File: src/rtl/imem_arbiter.sv
// -----------------------------------------------------------------------------
// imem_arbiter
//
// Shares the single-ported instruction memory between the instruction-fetch
// stage and the program loader / debug port.
//
//   * Fetch has priority in the shared (IDLE) state.
//   * A starvation counter forces one loader beat through after STARVE_LIMIT
//     consecutive fetch grants that blocked a waiting loader.
//   * A lock mode (LOCK) gives the loader uninterrupted burst ownership for
//     program download. Ownership ends on the first cycle with l_lock low.
//     That cycle's loader beat, if there is one, is still granted.
//   * fetch_stall tells the fetch stage to hold its PC while it is not granted.
//
// Ports
//   clk, rst           clock, synchronous active-high reset
//   f_req/f_addr       fetch read request and PC
//   f_kill             cancels the response of the fetch granted this cycle
//   f_gnt              fetch granted this cycle (combinational)
//   f_rvalid/f_rdata   fetch response, one cycle after the grant
//   fetch_stall        f_req & ~f_gnt
//   l_req/l_we/l_lock  loader request, write select, lock request
//   l_addr/l_wdata     loader address and write data
//   l_gnt              loader granted this cycle (combinational)
//   l_rvalid/l_rdata   loader read response, one cycle after the grant
//   mem_*              memory port. mem_rdata is valid one cycle after a read.
// -----------------------------------------------------------------------------
module imem_arbiter #(
    parameter int ADDR_WIDTH   = 32,
    parameter int DATA_WIDTH   = 32,
    parameter int STARVE_LIMIT = 4
) (
    input  logic                  clk,
    input  logic                  rst,
    input  logic                  f_req,
    input  logic [ADDR_WIDTH-1:0] f_addr,
    input  logic                  f_kill,
    output logic                  f_gnt,
    output logic                  f_rvalid,
    output logic [DATA_WIDTH-1:0] f_rdata,
    output logic                  fetch_stall,
    input  logic                  l_req,
    input  logic                  l_we,
    input  logic                  l_lock,
    input  logic [ADDR_WIDTH-1:0] l_addr,
    input  logic [DATA_WIDTH-1:0] l_wdata,
    output logic                  l_gnt,
    output logic                  l_rvalid,
    output logic [DATA_WIDTH-1:0] l_rdata,
    output logic                  mem_en,
    output logic                  mem_we,
    output logic [ADDR_WIDTH-1:0] mem_addr,
    output logic [DATA_WIDTH-1:0] mem_wdata,
    input  logic [DATA_WIDTH-1:0] mem_rdata
);

    localparam int CNT_W = $clog2(STARVE_LIMIT + 1);
    localparam logic [CNT_W-1:0] STARVE_MAX = CNT_W'(STARVE_LIMIT);

    typedef enum logic {
        ST_IDLE = 1'b0,
        ST_LOCK = 1'b1
    } state_t;

    // Owner of the read issued in the previous cycle.
    typedef enum logic [1:0] {
        TAG_NONE  = 2'd0,
        TAG_FETCH = 2'd1,
        TAG_LOAD  = 2'd2
    } tag_t;

    state_t           state_r;
    state_t           state_s;
    logic [CNT_W-1:0] starve_r;
    logic [CNT_W-1:0] starve_s;
    tag_t             tag_r;
    tag_t             tag_s;
    logic             f_gnt_s;
    logic             l_gnt_s;

    // Grant decision and next ownership state.
    always_comb begin
        f_gnt_s = 1'b0;
        l_gnt_s = 1'b0;
        state_s = state_r;
        if (rst) begin
            // No grants while reset is asserted.
            state_s = ST_IDLE;
        end else begin
            case (state_r)
                ST_IDLE: begin
                    if (f_req && l_req) begin
                        // The loader wins a contested cycle only once it has
                        // been blocked STARVE_LIMIT times in a row.
                        if (starve_r == STARVE_MAX) begin
                            l_gnt_s = 1'b1;
                        end else begin
                            f_gnt_s = 1'b1;
                        end
                    end else begin
                        f_gnt_s = f_req;
                        l_gnt_s = l_req;
                    end
                    if (l_gnt_s && l_lock) begin
                        state_s = ST_LOCK;
                    end else begin
                        state_s = ST_IDLE;
                    end
                end
                ST_LOCK: begin
                    l_gnt_s = l_req;
                    // Lock is released by l_lock=0 even when no beat is present.
                    if (!l_lock) begin
                        state_s = ST_IDLE;
                    end else begin
                        state_s = ST_LOCK;
                    end
                end
                default: begin
                    state_s = ST_IDLE;
                end
            endcase
        end
    end

    // Starvation counter update. Saturates, never wraps.
    always_comb begin
        starve_s = starve_r;
        if (l_gnt_s || !l_req) begin
            starve_s = '0;
        end else if (f_gnt_s && (starve_r != STARVE_MAX)) begin
            starve_s = starve_r + CNT_W'(1);
        end else begin
            starve_s = starve_r;
        end
    end

    // Response tag. Killed fetches and loader writes expect no data.
    always_comb begin
        tag_s = TAG_NONE;
        if (f_gnt_s && !f_kill) begin
            tag_s = TAG_FETCH;
        end else if (l_gnt_s && !l_we) begin
            tag_s = TAG_LOAD;
        end else begin
            tag_s = TAG_NONE;
        end
    end

    // State, counter and tag registers with synchronous reset.
    always_ff @(posedge clk) begin
        if (rst) begin
            state_r  <= ST_IDLE;
            starve_r <= '0;
            tag_r    <= TAG_NONE;
        end else begin
            state_r  <= state_s;
            starve_r <= starve_s;
            tag_r    <= tag_s;
        end
    end

    // Memory port mux. The bus stays at zero when no requester is granted.
    always_comb begin
        mem_we    = 1'b0;
        mem_addr  = '0;
        mem_wdata = '0;
        if (f_gnt_s) begin
            mem_addr = f_addr;
        end else if (l_gnt_s) begin
            mem_we    = l_we;
            mem_addr  = l_addr;
            mem_wdata = l_wdata;
        end else begin
            mem_we    = 1'b0;
        end
    end

    assign mem_en      = f_gnt_s | l_gnt_s;
    assign f_gnt       = f_gnt_s;
    assign l_gnt       = l_gnt_s;
    assign fetch_stall = f_req & ~f_gnt_s;

    // A response in flight when reset arrives is dropped.
    assign f_rvalid = (tag_r == TAG_FETCH) & ~rst;
    assign l_rvalid = (tag_r == TAG_LOAD) & ~rst;
    assign f_rdata  = mem_rdata;
    assign l_rdata  = mem_rdata;

endmodule

File: config.mk
export PLATFORM = sky130hd
export DESIGN_NAME = imem_arbiter
export DESIGN_NICKNAME = d
export VERILOG_FILES = /design/src/rtl/imem_arbiter.sv
export SDC_FILE = /design/constraint.sdc
export NUM_CORES = 1
export LEC_CHECK = 0
export ABC_AREA = 0
export CORE_AREA = 2 2 104 106
export CTS_CLUSTER_DIAMETER = 80
export CTS_CLUSTER_SIZE = 20
export DETAILED_ROUTE_END_ITERATION = 6
export DIE_AREA = 0 0 106 108
export PLACE_DENSITY = 0.59
export SKIP_LAST_GASP = 1
export SLEW_MARGIN = 20
export SYNTH_ARGS = -nofsm -noshare
export SYNTH_HDL_FRONTEND = slang
export SYNTH_SLANG_ARGS = --single-unit
export TNS_END_PERCENT = 30
File: constraint.sdc
create_clock -name clk -period 4.17 [get_ports clk]
set_input_delay 0.6255 -clock clk [delete_from_list [all_inputs] [get_ports clk]]
set_output_delay 0.6255 -clock clk [all_outputs]
set_load 0.005 [all_outputs]
==> metrics, run 1 <==
status=finished, final reports clean; Avg Vias per Cell=3.935; Leak=1.020 nW; CP max FO=37; Post-CTS Setup Bufs=0; die span in y=108 um; nets@finish=416; vias=1625; CP arrival=2.69 ns; share of layout cells above drive strength 1=5.776%; # resized after CTS=0; final hold viol count=0; vias in the first global route=1681; final WL=6943 um; CP Capture Type=primary output; RSZ-0062 raised after global routing=no; Tightest Pin Transition=0.3467 ns; largest net degree at the start of global routing=38; Synth Register Bits=6; Hold WS=0.4521 ns; FILL cells=1068; Hold WC Path Type=reg2reg; WS Path Type=in2out; row count=37; 1st-pass router iterations=4; worst path required time=3.54 ns; post-DP HPWL=5655 um; CTS tree=done; CTS Hold Bufs=0; Peak VDD IR=0.06361 mV; DRT iter0 DRCs=81; IO buf count=173; final setup vio count=0; ANT cells=0; first-pass GRT wire length=9591 um; clock tree buffer depth=2; H-tree depth=1; part of the cycle the worst path needs=79.44%; Clock Tree Root=clkbuf_8; Die W=106 um; setup TNS=0 ns; I/O pins=270; Slew HR=76.81%; fin. max-slew vios=0; Clock Sinks=6; cell area power density=133.3 nW/um2; synthesized area=1395 um2; Core ar.=10230 um2; worst-skew pair later-pin latency=0.22 ns; Die ar.=11450 um2; GPL Wtd Cong=0.8355; clock-pin slew reported for the worst setup and hold paths after clock tree synthesis=0.03 ns; GR Util All Layers=10.96%; Post-Syn Instances=173; grt total ovfl=0; initial antenna violation count=0; Avg Synthesized Cell Area=8.064 um2; Net Count, Synth=310; Layout area overhead=100.0%; min cycle time layout=3.313 ns; drt drc=0; Yosys cell types=25; remaining antenna violation count=0; Fmax=0.3019 GHz; Layout Skew=0.002457 ns; CTS Buf Count=3; Initial Utilization=13.64%; Routed WL per cell=16.81 um; Synthesis Warnings=0; CP Launch Type=input pin; maxcap violations=0; sequential area share after synthesis=8.610%
metal layers:
metal	GRT usage, %	vias up	wire (um)
met4	3.759	0	183
met1	11.58	729	2626
met2	17.93	143	3065
met3	6.932	20	1067
met5	0	-	0
li1	-	733	-
final cells by class:
| cell class | count | area (um2) | area share [%] |
|---|---|---|---|
| Clock buffer | 3 | 41.29 | 1.480 |
| Inverter | 3 | 11.26 | 0.4036 |
| Timing Repair Buffer | 176 | 1767 | 63.32 |
| Tap cell | 136 | 170.2 | 6.099 |
| Sequential cell | 6 | 120.1 | 4.305 |
| Multi-Input combinational cell | 89 | 680.7 | 24.39 |
worst max-delay path, cell delays in order:
cell and delay (ns):
clkdlybuf4s50_1 0.58, nand2b_4 0.26, a21oi_4 0.13, buf_4 0.34
a22o_2 0.21, clkdlybuf4s50_1 0.54
synthesized netlist by cell type:
master | n | area share [%]
a21oi_1 | 1 | 0.36
a21oi_2 | 1 | 0.63
a22o_1 | 27 | 17
a22o_2 | 5 | 3.6
and2_1 | 33 | 15
and2b_1 | 1 | 0.54
and2b_2 | 1 | 0.63
and3_4 | 1 | 0.81
buf_2 | 1 | 0.36
buf_4 | 64 | 34
buf_6 | 9 | 7.3
clkbuf_1 | 1 | 0.27
dfxtp_1 | 6 | 8.6
ha_1 | 2 | 1.8
inv_1 | 3 | 0.81
nand2_1 | 2 | 0.54
nand2b_1 | 1 | 0.45
nand2b_4 | 1 | 0.99
nor2_1 | 3 | 0.81
nor3_1 | 4 | 1.4
nor3_4 | 1 | 1.2
nor3b_1 | 2 | 1.1
nor4_1 | 1 | 0.45
nor4b_1 | 1 | 0.63
xnor2_1 | 1 | 0.63
final timing paths:
check	cells past startpoint	slack, ns	endpoint	start
worst max-delay path	6	0.86	mem_addr[31]	rst
worst min-delay path	1	0.45	starve_r[0]	starve_r[0]
worst max register to register	4	3.04	tag_r[0]	starve_r[0]
worst min register to register	1	0.45	starve_r[0]	starve_r[0]
cell usage in the layout (no fill, tap or decap), drive strengths merged, types with 3 or more instances in the layout:
| master | n |
|---|---|
| buf | 3 |
| clkbuf | 3 |
| and2 | 33 |
| nor3 | 5 |
| clkdlybuf4s50 | 173 |
| dfxtp | 6 |
| a22o | 32 |
| inv | 3 |
| nor2 | 3 |
flip-flops by register name, indices dropped and copies added, names as in the netlist:
signal	cells
tag_r	2
starve_r	3
state_r	1
logic make-up after synthesis:
kind of cell               count (synthesis)  synth area share [%]
AOI/OAI and AO/OA                         34                 21.52
xor gates and xnor gates                   1                0.6279
adders and majority gates                  2                 1.793
buffers and inverters                     78                 43.14
DFF                                        6                 8.610
and+or+nand+nor                           52                 24.31
power by group:
group	total, mW	switching, mW	internal, mW	leakage, nW
registers	0.0602	0.000890	0.0593	0.0488
logic	0.226	0.0647	0.161	0.950
clock network	0.0860	0.0241	0.0619	0.0216
through the flow:
stage	utilization, %	power [mW]	instance area, um2	std cells	setup slack [ns]
6_report	27.27	0.3720	2790	413	0.8574
5_1_grt	27.27	0.3933	2790	413	0.6773
4_1_cts	27.27	0.3769	2790	413	0.8221
3_5_place_dp	26.87	0.2856	2749	410	0.8293
3_3_place_gp	26.87	0.2864	2749	410	0.8591
2_1_floorplan	-	0.1696	1395	173	2.108
(Power assumes the default switching activity.)
==> inputs of run 2 (changes only) <==
Settings changed: CORE_AREA 2 2 104 106 to 2 2 103 105, DIE_AREA 0 0 106 108 to 0 0 105 107, PLACE_DENSITY 0.59 to 0.6.
Clock period 4.17 ns to 3.1 ns, I/O delays scaled along.
==> run 2 against run 1 <==
Cell area grew 0.72%; combinational power grew 34%; clock power grew 35%; first-iteration DRC count shrank 11%; sequential share of layout area is essentially flat; setup slack lost 0.61 ns; non-clock buffer count grew 1; die area shrank 1.9%; wire length shrank 8.7%; register-to-register slack lost 1.1 ns; final cell count grew 0.24%; critical path type unchanged; largest power group unchanged.
==> metrics, run 2 (synthesis gave the netlist of run 1 again) <==
Peak VDD IR=0.09042 mV (+42%); grt total ovfl=0 (unchanged); initial antenna violation count=0 (unchanged); hold depth=1 (unchanged); min cycle time layout=2.849 ns; Flop pwr share=16.2% (about the same); fin. max-slew vios=0 (unchanged); Pint=0.3820 mW (+35%); CP Launch Type=input pin; largest registers in the final layout=starve_r: 3 flops, tag_r: 2 flops, state_r: 1 flops; 1st-pass router iterations=4 (unchanged); Post-CTS Setup Bufs=0 (unchanged); CTS Buf Count=3 (unchanged); vias in the first global route=1552 (-7.7%); Fmax=0.3510 GHz; Routed WL per cell=15.31 um (-8.9%); RSZ-0062 raised after global routing=no; sw frac=23.55% (-0.54 points); Hold WC Path Type=reg2reg; remaining antenna violation count=0 (unchanged); GPL Wtd Cong=0.7041 (-16%); CP arrival=2.38 ns (-0.31 ns); post-DP HPWL=5325 um (-5.8%); NetSw=0.1177 mW (+31%); worst-skew pair later-pin latency=0.22 ns (about the same); final WL=6337 um (-8.7%); DRT iter0 DRCs=72 (-11%); commonest non-fill, non-tap cell in the layout=clkdlybuf4s50_1; CTS tree=done; Avg Vias per Cell=3.814 (-3.1%); Leak=1.028 nW (+0.78%); Reg with most FFs=starve_r; maxcap violations=0 (unchanged); reg2reg start=starve_r[0]; final setup vio count=0 (unchanged); Core ar.=10090 um2 (-1.4%); Placed Instances=411 (+0.24%); FILL cells=1103 (+3.3%); WS Path Type=in2out; H-tree depth=1 (unchanged); share of layout cells above drive strength 1=6.115% (+0.34 points); row count=37 (unchanged); largest net degree at the start of global routing=39 (+2.6%); WHS Endpoint=starve_r[0]; GR Util All Layers=10.13% (-0.83 points); Initial Utilization=13.82% (+0.19 points); Die W=105 um (-0.94%); part of the cycle the worst path needs=91.91%; Crit Reg-Reg Endpoint=tag_r[0]; Clock Power Share=23.2% (about the same); Slew HR=82.51% (+5.7 points); first-pass GRT wire length=9052 um (-5.6%); Final Non-Filler Cells=414 (+0.24%); Clock Sinks=6 (unchanged); Clock Tree Root=clkbuf_8; drt drc=0 (unchanged); nets@finish=417 (+0.24%); Comb pwr share=60.6% (about the same); clock tree buffer depth=2 (unchanged); vias=1579 (-2.8%); status=finished, final reports clean; Layout area overhead=101.4%; # resized after CTS=0 (unchanged); CP Capture Type=primary output; hold_sp=starve_r[0]; CTS Hold Bufs=0 (unchanged); Layout Skew=0.0002425 ns (-0.002215 ns); die span in y=107 um (-0.93%); I/O pins=270 (unchanged); IO buf count=173 (unchanged); reg2reg setup slack=1.95 ns (-1.09 ns); CP max FO=34 (-8.1%); final hold viol count=0 (unchanged); most frequent cells in the layout=clkdlybuf4s50_1, and2_1, a22o_1; Tightest Pin Transition=0.2623 ns (-0.08443 ns); ANT cells=0 (unchanged); worst r2r path cells=4 (unchanged); Die ar.=11240 um2 (-1.9%); cell area power density=177.8 nW/um2 (+33%); number of flip-flops in the largest register=3 (unchanged); worst path required time=2.63 ns (-0.91 ns); setup TNS=0 ns (unchanged); clock-pin slew reported for the worst setup and hold paths after clock tree synthesis=0.04 ns (about the same)
[run 2: cell type report]
| cell class | instances | area [um2] | share of cell area (%) |
|---|---|---|---|
| inverters | 3 | 11.26 | 0.4007 |
| well taps | 136 | 170.2 | 6.055 |
| flip-flops and latches | 6 | 120.1 | 4.274 |
| multi-input cells | 89 | 680.7 | 24.22 |
| repair buffers | 177 | 1787 | 63.58 |
| clock buffers | 3 | 41.29 | 1.469 |
[run 2: worst max-delay path: stages]
cell and delay [ns]:
clkdlybuf4s50_1 0.51, and3_4 0.23, nor3_4 0.19, buf_12 0.21, a22o_1 0.20, clkdlybuf4s50_1 0.55
[run 2: how the worst max path moves through the flow]
stage                            from            to  slack [ns]  depth (start not counted)
after floorplan           starve_r[0]  mem_addr[22]        1.26                          6
after global placement          l_req  mem_addr[22]        0.26                          6
after detailed placement        l_req  mem_addr[22]        0.27                          6
after CTS                       l_req  mem_addr[22]        0.25                          6
after global routing            l_req  mem_addr[22]        0.19                          6
final                           l_req  mem_addr[22]        0.25                          6
[run 2: metal layers]
| layer | vias to the layer above | track usage, % | part of all wire (%) |
|---|---|---|---|
| met4 | 0 | 2.381 | 1.6 |
| met5 | - | 0 | 0 |
| met1 | 696 | 10.63 | 35 |
| met3 | 17 | 5.350 | 13 |
| li1 | 732 | - | - |
| met2 | 134 | 17.90 | 50 |
[run 2: power by group through the flow]
| stage | registers (mW) | clock network, mW | logic (mW) |
|---|---|---|---|
| floorplan | 0.0817 | 0 | 0.146 |
| global placement | 0.0818 | 0 | 0.304 |
| detailed placement | 0.0820 | 0 | 0.304 |
| CTS | 0.0808 | 0.119 | 0.307 |
| global route | 0.0811 | 0.125 | 0.322 |
| finish | 0.0809 | 0.116 | 0.303 |
[run 2: stage by stage]
step | hold slack (ns) | power [mW] | instance area [um2] | worst slack (ns) | util, %
after global placement | 0.4372 | 0.3854 | 2769 | 0.2560 | 27.44
after detailed placement | 0.4469 | 0.3862 | 2769 | 0.2674 | 27.44
after global routing | 0.4855 | 0.5281 | 2810 | 0.1948 | 27.85
final | 0.4567 | 0.4997 | 2810 | 0.2507 | 27.85
after CTS | 0.4518 | 0.5073 | 2810 | 0.2528 | 27.85
after floorplan | 0.4277 | 0.2281 | 1395 | 1.262 | -
